### src/rtl/muldiv_sequencer.sv
// -----------------------------------------------------------------------------
// muldiv_sequencer
//   Multi-cycle execution unit for the RV32M multiply/divide group. An
//   operation is accepted from EX and the front of the pipeline is frozen
//   until a one-cycle done pulse presents the 32-bit result.
//   Multiplies take 2 cycles (one registered 64-bit product). Divides are a
//   32-step restoring shift-subtract on operand magnitudes, with the sign
//   fixup folded into the final result write. Divide-by-zero and signed
//   overflow skip iteration and finish in 1 cycle.
//
// Ports
//   clk    : rising-edge clock
//   rst    : synchronous active-high reset
//   start  : EX holds a valid M-extension instruction
//   func3  : 000 MUL 001 MULH 010 MULHSU 011 MULHU 100 DIV 101 DIVU 110 REM 111 REMU
//   op1    : rs1 value (forwarded)
//   op2    : rs2 value (forwarded)
//   flush  : abort any operation in flight (wins over start)
//   stall  : freeze IF/ID/EX (combinational)
//   busy   : sequencer not idle
//   done   : one-cycle pulse, result valid
//   result : operation result, held until overwritten by a later operation
// -----------------------------------------------------------------------------
module muldiv_sequencer #(
    parameter int XLEN = 32
) (
    input  logic            clk,
    input  logic            rst,
    input  logic            start,
    input  logic [2:0]      func3,
    input  logic [XLEN-1:0] op1,
    input  logic [XLEN-1:0] op2,
    input  logic            flush,
    output logic            stall,
    output logic            busy,
    output logic            done,
    output logic [XLEN-1:0] result
);

    typedef enum logic [1:0] {
        IDLE = 2'd0,
        MUL  = 2'd1,
        DIV  = 2'd2,
        DONE = 2'd3
    } state_t;

    state_t            state_reg, state_next;
    logic [XLEN-1:0]   a_reg;        // multiplicand, or dividend shifting into quotient
    logic [XLEN-1:0]   b_reg;        // multiplier, or divisor magnitude
    logic [XLEN-1:0]   rem_reg;      // partial remainder
    logic [XLEN-1:0]   result_reg;
    logic [1:0]        func3_reg;    // bit 2 is only needed at accept
    logic              sign_a_reg;   // operand is treated as negative
    logic              sign_b_reg;
    logic [4:0]        count_reg;

    // ---------------- accept-time decode ----------------
    logic              accept;
    logic              is_div;
    logic              div_signed;
    logic              div_by_zero;
    logic              div_overflow;
    logic              special;
    logic [XLEN-1:0]   special_result;
    logic [XLEN-1:0]   op1_mag, op2_mag;

    assign accept       = (state_reg == IDLE) && start && !flush;
    assign is_div       = func3[2];
    assign div_signed   = !func3[0];
    assign div_by_zero  = (op2 == '0);
    assign div_overflow = div_signed && (op1 == {1'b1, {(XLEN-1){1'b0}}}) && (op2 == '1);
    assign special      = is_div && (div_by_zero || div_overflow);
    assign op1_mag      = (div_signed && op1[XLEN-1]) ? -op1 : op1;
    assign op2_mag      = (div_signed && op2[XLEN-1]) ? -op2 : op2;

    always_comb begin
        special_result = '0;
        if (div_by_zero)
            special_result = func3[1] ? op1 : '1;
        else
            special_result = func3[1] ? '0 : {1'b1, {(XLEN-1){1'b0}}};
    end

    // ---------------- multiply datapath ----------------
    // Sign-extending both operands to 64 bits makes the low 64 bits of an
    // ordinary product correct for every signedness combination.
    logic [2*XLEN-1:0] a_ext, b_ext, product;

    assign a_ext   = {{XLEN{sign_a_reg}}, a_reg};
    assign b_ext   = {{XLEN{sign_b_reg}}, b_reg};
    assign product = a_ext * b_ext;

    // ---------------- divide datapath ----------------
    logic [XLEN:0]     rem_shift, diff;
    logic              q_bit;
    logic [XLEN-1:0]   rem_step, quot_step, quot_fix, rem_fix, div_result;

    assign rem_shift  = {rem_reg, a_reg[XLEN-1]};
    assign diff       = rem_shift - {1'b0, b_reg};
    assign q_bit      = !diff[XLEN];
    assign rem_step   = q_bit ? diff[XLEN-1:0] : rem_shift[XLEN-1:0];
    assign quot_step  = {a_reg[XLEN-2:0], q_bit};
    assign quot_fix   = (sign_a_reg ^ sign_b_reg) ? -quot_step : quot_step;
    assign rem_fix    = sign_a_reg ? -rem_step : rem_step;
    assign div_result = func3_reg[1] ? rem_fix : quot_fix;

    // ---------------- FSM ----------------
    always_ff @(posedge clk) begin
        if (rst)
            state_reg <= IDLE;
        else
            state_reg <= state_next;
    end

    always_comb begin
        state_next = state_reg;
        case (state_reg)
            IDLE: if (accept) state_next = special ? DONE : (is_div ? DIV : MUL);
            MUL:  state_next = DONE;
            DIV:  if (count_reg == 5'd0) state_next = DONE;
            DONE: state_next = IDLE;
            default: state_next = IDLE;
        endcase
        if (flush)
            state_next = IDLE;
    end

    // ---------------- datapath registers ----------------
    always_ff @(posedge clk) begin
        if (rst) begin
            a_reg      <= '0;
            b_reg      <= '0;
            rem_reg    <= '0;
            result_reg <= '0;
            func3_reg  <= '0;
            sign_a_reg <= 1'b0;
            sign_b_reg <= 1'b0;
            count_reg  <= '0;
        end else if (accept) begin
            func3_reg <= func3[1:0];
            count_reg <= 5'd31;
            rem_reg   <= '0;
            if (is_div) begin
                a_reg      <= op1_mag;
                b_reg      <= op2_mag;
                sign_a_reg <= div_signed && op1[XLEN-1];
                sign_b_reg <= div_signed && op2[XLEN-1];
            end else begin
                a_reg      <= op1;
                b_reg      <= op2;
                // MULHU is the only unsigned rs1; MULHSU/MULHU have unsigned rs2
                sign_a_reg <= (func3[1:0] != 2'b11) && op1[XLEN-1];
                sign_b_reg <= !func3[1] && op2[XLEN-1];
            end
            if (special)
                result_reg <= special_result;
        end else if (!flush) begin
            if (state_reg == MUL) begin
                result_reg <= (func3_reg == 2'b00) ? product[XLEN-1:0]
                                                   : product[2*XLEN-1:XLEN];
            end else if (state_reg == DIV) begin
                a_reg     <= quot_step;
                rem_reg   <= rem_step;
                count_reg <= count_reg - 5'd1;
                if (count_reg == 5'd0)
                    result_reg <= div_result;
            end
        end
    end

    assign stall  = accept || (state_reg == MUL) || (state_reg == DIV);
    assign busy   = (state_reg != IDLE);
    assign done   = (state_reg == DONE);
    assign result = result_reg;

endmodule

### config.mk
export PLATFORM = sky130hd
export DESIGN_NAME = muldiv_sequencer
export DESIGN_NICKNAME = d
export VERILOG_FILES = /design/src/rtl/muldiv_sequencer.sv
export SDC_FILE = /design/constraint.sdc
export NUM_CORES = 2
export LEC_CHECK = 0
export CAP_MARGIN = 15
export CORE_UTILIZATION = 50
export DETAILED_ROUTE_END_ITERATION = 16
export GPL_TIMING_DRIVEN = 0
export PLACE_DENSITY_LB_ADDON = 0.1
export SKIP_LAST_GASP = 1
export SYNTH_ARGS = -nofsm -noshare
export SYNTH_HDL_FRONTEND = slang
export SYNTH_SLANG_ARGS = --single-unit
### constraint.sdc
create_clock -name clk -period 11.5 [get_ports clk]
set_clock_uncertainty 0.1 [all_clocks]
set_input_delay 1.725 -clock clk [delete_from_list [all_inputs] [get_ports clk]]
set_output_delay 1.725 -clock clk [all_outputs]
set_load 0.01 [all_outputs]
Word level (Yosys, flattened, before mapping)
Cells that the tools add are included.
{"block": "classes", "n_mul": 1, "bitwise": 3, "eq_ne": 11, "n_mux": 33, "n_reduce_logical": 30, "add_sub_neg": 6}
{"cell": "32-bit 2-to-1 mux", "count": 22}
{"cell": "32-bit negation", "count": 4}
{"cell": "32-bit equality test (second input constant)", "count": 2}
{"cell": "33-bit by 33-bit multiplier with 64-bit output", "count": 1}
{"cell": "33-bit by 32-bit subtractor with 33-bit output", "count": 1}
{"cell": "32-bit logical NOT", "count": 1}
{"cell": "5-bit 2-to-1 mux", "count": 4}
{"cell": "1-bit logical AND", "count": 9}
{"cell": "2-bit 2-to-1 mux", "count": 4}
{"cell": "2-bit != test (second input constant)", "count": 4}
{"cell": "2-bit one-hot mux with 4 select lines", "count": 1}
{"cell": "3-bit AND reduction", "count": 2}
{"cell": "3-bit nonzero test", "count": 2}
{"cell": "5-bit logical NOT", "count": 1}
{"cell": "5-bit by 1-bit subtractor with 5-bit output (second input constant)", "count": 1}
{"cell": "2-bit equality test (second input constant)", "count": 2}
{"cell": "1-bit logical NOT", "count": 4}
{"cell": "2-bit logical NOT", "count": 2}
{"cell": "2-bit by 1-bit != test with 1-bit output (second input constant)", "count": 2}
{"cell": "4-bit AND reduction", "count": 1}
{"cell": "2-bit nonzero test", "count": 2}
{"cell": "2-bit OR reduction", "count": 2}
{"cell": "1-bit logical OR", "count": 3}
{"cell": "2-bit by 1-bit equality test with 1-bit output (second input constant)", "count": 1}
{"cell": "other kinds (4)", "count": 6}
{"block": "totals", "ff_bits": 139, "in_bits": 71, "wordCells": 93, "output_inout_bits": 35}

Longest topological paths before layout
{"block": "logic_depth", "ltp_word": 10, "ltp_mapped": 34, "depth_no_buf": 29}

Worst setup path after synthesis
Ideal clock, no wire load.
{"block": "synth_path", "path_type": "register to register", "from": "register sign_a_reg", "to": "register result_reg[16] (netlist: result[16])", "n_path_buf": 4, "slack_ns": 2.776, "arrival_ns": 8.533, "synth_period_minus_slack_ns": 8.724, "required_time_ns": 11.309, "path_stages_with_launch": 30, "setup_ns": 0.091, "path_cell_list": "dfxtp_1 clkbuf_1 clkbuf_1 clkbuf_1 clkbuf_1 nand2_1 inv_1 fa_1 fa_1 fa_1 fa_1 fa_1 fa_1 fa_1 inv_1 fa_1 inv_1 ha_1 a21o_1 a21o_1 a21o_1 a311o_1 nor4_1 a211oi_1 o21a_1 nor2_1 xnor2_1 a21oi_1 a221o_1 a311oi_1"}
{"block": "synth_between", "elab_chain_len": 8, "elab_cells_between_ends": 11, "classes_between": "mul: 1; mux: 9; bitwise: 1"}
{"item": "start: declaration", "line": "53", "rtl": "logic sign_a_reg;"}
{"item": "start signal: assignment", "line": "146", "rtl": "sign_a_reg <= div_signed && op1[XLEN-1];"}
{"item": "start signal: assignment", "line": "152", "rtl": "sign_a_reg <= (func3[1:0] != 2'b11) && op1[XLEN-1];"}
{"item": "branches (longest 5 deep; another with 33-bit by 33-bit multiplier with 64-bit output)"}
{"item": "32-bit 2-to-1 mux *", "line": "158", "rtl": "if (state_reg == MUL) begin"}
{"item": "32-bit 2-to-1 mux *", "line": "157", "rtl": "end else if (!flush) begin"}
{"item": "32-bit 2-to-1 mux *", "line": "139", "rtl": "end else if (accept) begin"}
{"item": "end signal: assignment", "line": "156", "rtl": "result_reg <= special_result;"}
{"item": "end signal: assignment", "line": "159", "rtl": "result_reg <= (func3_reg == 2'b00) ? product[XLEN-1:0]"}
{"item": "end signal: assignment", "line": "166", "rtl": "result_reg <= div_result;"}
{"item": "end: declaration", "line": "51", "rtl": "logic [XLEN-1:0] result_reg;"}
Mark *: on every way between the ends. The select of a mux whose other input is x is not followed.
A chain may end at the register's enable or synchronous reset.

Final worst setup path
{"block": "layout_path", "from": "register a_reg[11]", "to": "register result_reg[29] (netlist: result[29])"}
{"block": "layout_between", "elab_chain_len": 8, "elab_cells_between_ends": 10, "classes_between": "add/sub: 1; mul: 1; mux: 8"}
{"item": "start: declaration", "line": "48", "rtl": "logic [XLEN-1:0] a_reg;"}
{"item": "start signal: assignment", "line": "144", "rtl": "a_reg <= op1_mag;"}
{"item": "start signal: assignment", "line": "149", "rtl": "a_reg <= op1;"}
{"item": "start signal: assignment", "line": "162", "rtl": "a_reg <= quot_step;"}
{"item": "branches (longest 5 deep; another with 33-bit by 33-bit multiplier with 64-bit output)"}
{"item": "32-bit 2-to-1 mux *", "line": "158"}
{"item": "32-bit 2-to-1 mux *", "line": "157"}
{"item": "32-bit 2-to-1 mux *", "line": "139"}
Marks and branches as above.

==> reports/qor.yml <==
outcome: "completed"
ys_ff_latch: 139
overflow: 0
synth.avg_cell_area_sq_um: 8.64
yosys_warnings: 0
wl_mm: 231
synth_compound_area_share_pct: 9.42
holdPathEnd: "result[2]"
synth-edff-count: 0
syn_inst: 5757
grt_max_degree: 25
grt_pass1_wl_mm: 327
fin_nets: 7351
drc: 0
netlist_area_sq_um: 49800
clk_latency_ns: 0.48
root_buffer: "clkbuf_16"
wire_per_inst_microns: 31.9
cp_slowest_cell: "buf_1"
slew_headroom_pct: 7.88
post-cts-setup-buffer-count: 0
synth_fa_ha_area_share_pct: 51.7
synth-xor-area-share_pct: 3.64
htree_levels: 4
worstSetupPathType: "reg2reg"
drtAntennaViolNets: 0
cts_tree: "yes"
worstMarginPinSlew_ns: 1.38
grt_pass1_vias: 44500
slew_violations: 0
r2r-start: "a_reg[11]"
layout.cells.non_filler: 7225
yosysUniqueCellTypes: 95
drive_gt1_share_pct: 1.83
crit_path_start_kind: "register"
vias: 43600
ir_worst_vdd_v: 0.000121
min_period_ns: 11.24
ys.flop_type: "dfxtp_1"
holdPathStages: 2
cellPowerDensity_nw_per_um2: 58.9
rsz0062_at_grt: "false"
avgViaCountPerCell: 6.04
dieArea_sq_um: 101000
hold_violations: 0
dieWidth_microns: 317
cts_resized: 0
fp-row-count: 115
initialDrtViolationCount: 4967
end_kind: "register"
cts.hold.buffers_added: 0
required_ns: 11.83
rr_endpoint: "result[29]"
cp_data_arrival_time_ns: 11.57
async_flop_share_pct: 0
fin_ws_ns: 0.257
drv_cap: 0
synth_mux_area_share_pct: 0.767
period_share_pct: 97.8
synth.area.top_cells: "fa_1 45%, inv_1 8.7%, ha_1 6.4%, and2_1 6.0%, dfxtp_1 5.6%"
max_freq_mhz: 88.9
reg2reg_depth: 31
synth_top_family_by_area: "adder cells"
io_buffers: 104
min_path_type: "reg2reg"
dp_hpwl_mm: 193
ios: 106
post-place-ws_ns: 0.251
reg2reg_slack_ns: 0.26
place_inst: 7163
synth_top_area_cell: "fa_1"
synth_nets: 7210
cts_buffers: 17
gp_congestion: 1.06
initial_core_util_pct: 50.5
area_growth_pct: 7.22
antenna_found_initial: 43
clk_pin_slew_ns: 0.08
setup_viol: 0
first_pass_iters: 6
synth_top_area_share_pct: 45.3
leakagePower_nw: 25.7
cts.sinks: 139
final_util_pct: 54.1
die_h_microns: 317
track_usage_pct: 46.4
synthSimpleGateAreaFrac_pct: 17.4
tns_ns: 0
critical_path.max_fanout: 10
crit_path_frequent_cell: "fa_1"
coreArea_sq_um: 98600
min_from: "result[2]"
ys_seq_area_share_pct: 5.59
critPathMaxStageDelay_ns: 0.67
clock_path_buffers: 2
-- critical path: cells and delay by family (launching register included) --
family                     cells  cell delay [ns]
and+or+nand+nor                2             0.37
AOI/OAI and AO/OA              8             2.88
muxes                          1             0.40
buffers and inverters         11             2.61
adders and majority gates      9             4.51
DFF                            1             0.31
-- synthesized netlist by cell type (16+ instances only) --
cell type  number
xor2_1         75
a31oi_1        23
o21ai_0       133
nor3_1         55
nand2_1       685
nor2b_1        42
fa_1         1126
nand4_1        18
clkbuf_1      278
dfxtp_1       139
inv_1        1159
a211oi_1       71
o31ai_1        26
buf_1          34
o211ai_1       21
o21a_1         16
o22ai_1        39
nor4_1         16
ha_1          256
and3_1         20
xnor2_1       132
nor2_1        323
a21o_1         41
a21oi_1       199
or3_1          26
nand2b_1       37
mux2i_1        37
nand3_1        29
and2_1        476
-- through the flow --
stage               power (mW)  area, sq um  hold slack [ns]
CTS                       3.05        53200            0.402
finish                    3.14        53400            0.402
floorplan                 1.62        49800            0.357
detailed placement        2.44        52600            0.390
global route              3.23        53300            0.418
global placement          2.43        52400            0.385
-- logic make-up (layout without fill, tap and decap cells) --
| logic type | count (synthesis) | count (layout) |
|---|---|---|
| other | 0 | 27 |
| adders and majority gates | 1382 | 1382 |
| muxes | 38 | 38 |
| xor gates and xnor gates | 207 | 207 |
| DFF | 139 | 139 |
| buffers and inverters | 1495 | 1649 |
| AOI/OAI and AO/OA | 711 | 711 |
| and+or+nand+nor | 1785 | 1785 |
-- cell usage in the layout, fill, tap and decap left out, drive strengths merged, types with 39 or more instances in the layout --
cell type / count
inv: 1167
fa: 1126
nand2: 685
and2: 477
nor2: 324
clkbuf: 298
ha: 256
a21oi: 199
o21ai: 144
dfxtp: 139
xnor2: 132
clkdlybuf4s50: 104
xor2: 75
a211oi: 72
buf: 71
nor3: 56
nor2b: 42
a21o: 41
o22ai: 39
-- power by group --
group / switching [mW] / total [mW] / internal [mW] / leakage [nW]
Combinational: 1.40 / 1.98 / 0.588 / 24.3
Sequential: 0.0435 / 0.547 / 0.504 / 1.13
Clock: 0.279 / 0.609 / 0.331 / 0.277
Total: 1.72 / 3.14 / 1.42 / 25.7
-- how the worst max path moves through the flow --
stage                          start          to  slack [ns]  cells past startpoint
after global routing      sign_a_reg  result[29]        0.07                     29
after global placement    sign_a_reg  result[16]       -0.11                     29
after floorplan           sign_a_reg  result[16]        2.78                     29
final                      a_reg[11]  result[29]        0.26                     31
after CTS                 sign_a_reg  result[20]        0.23                     29
after detailed placement  sign_a_reg  result[20]        0.25                     29
-- cell type report --
type	instances	area [sq um]
clock buffer	19	443
tap	1287	1610
clock inverter	13	155
sequential	139	2780
fill	9610	45200
multi-input combinational	4123	41300
timing repair buffer	122	1310
buffer	332	1320
antenna	27	67.6
inverter	1163	4370
-- routing by layer --
layer	wire, microns	global-route usage (%)
met5	208	0
met4	17600	29.4
met3	28100	15.0
met2	98500	68.9
met1	86300	58.5
Note: power is estimated with default switching activity, not from simulation.
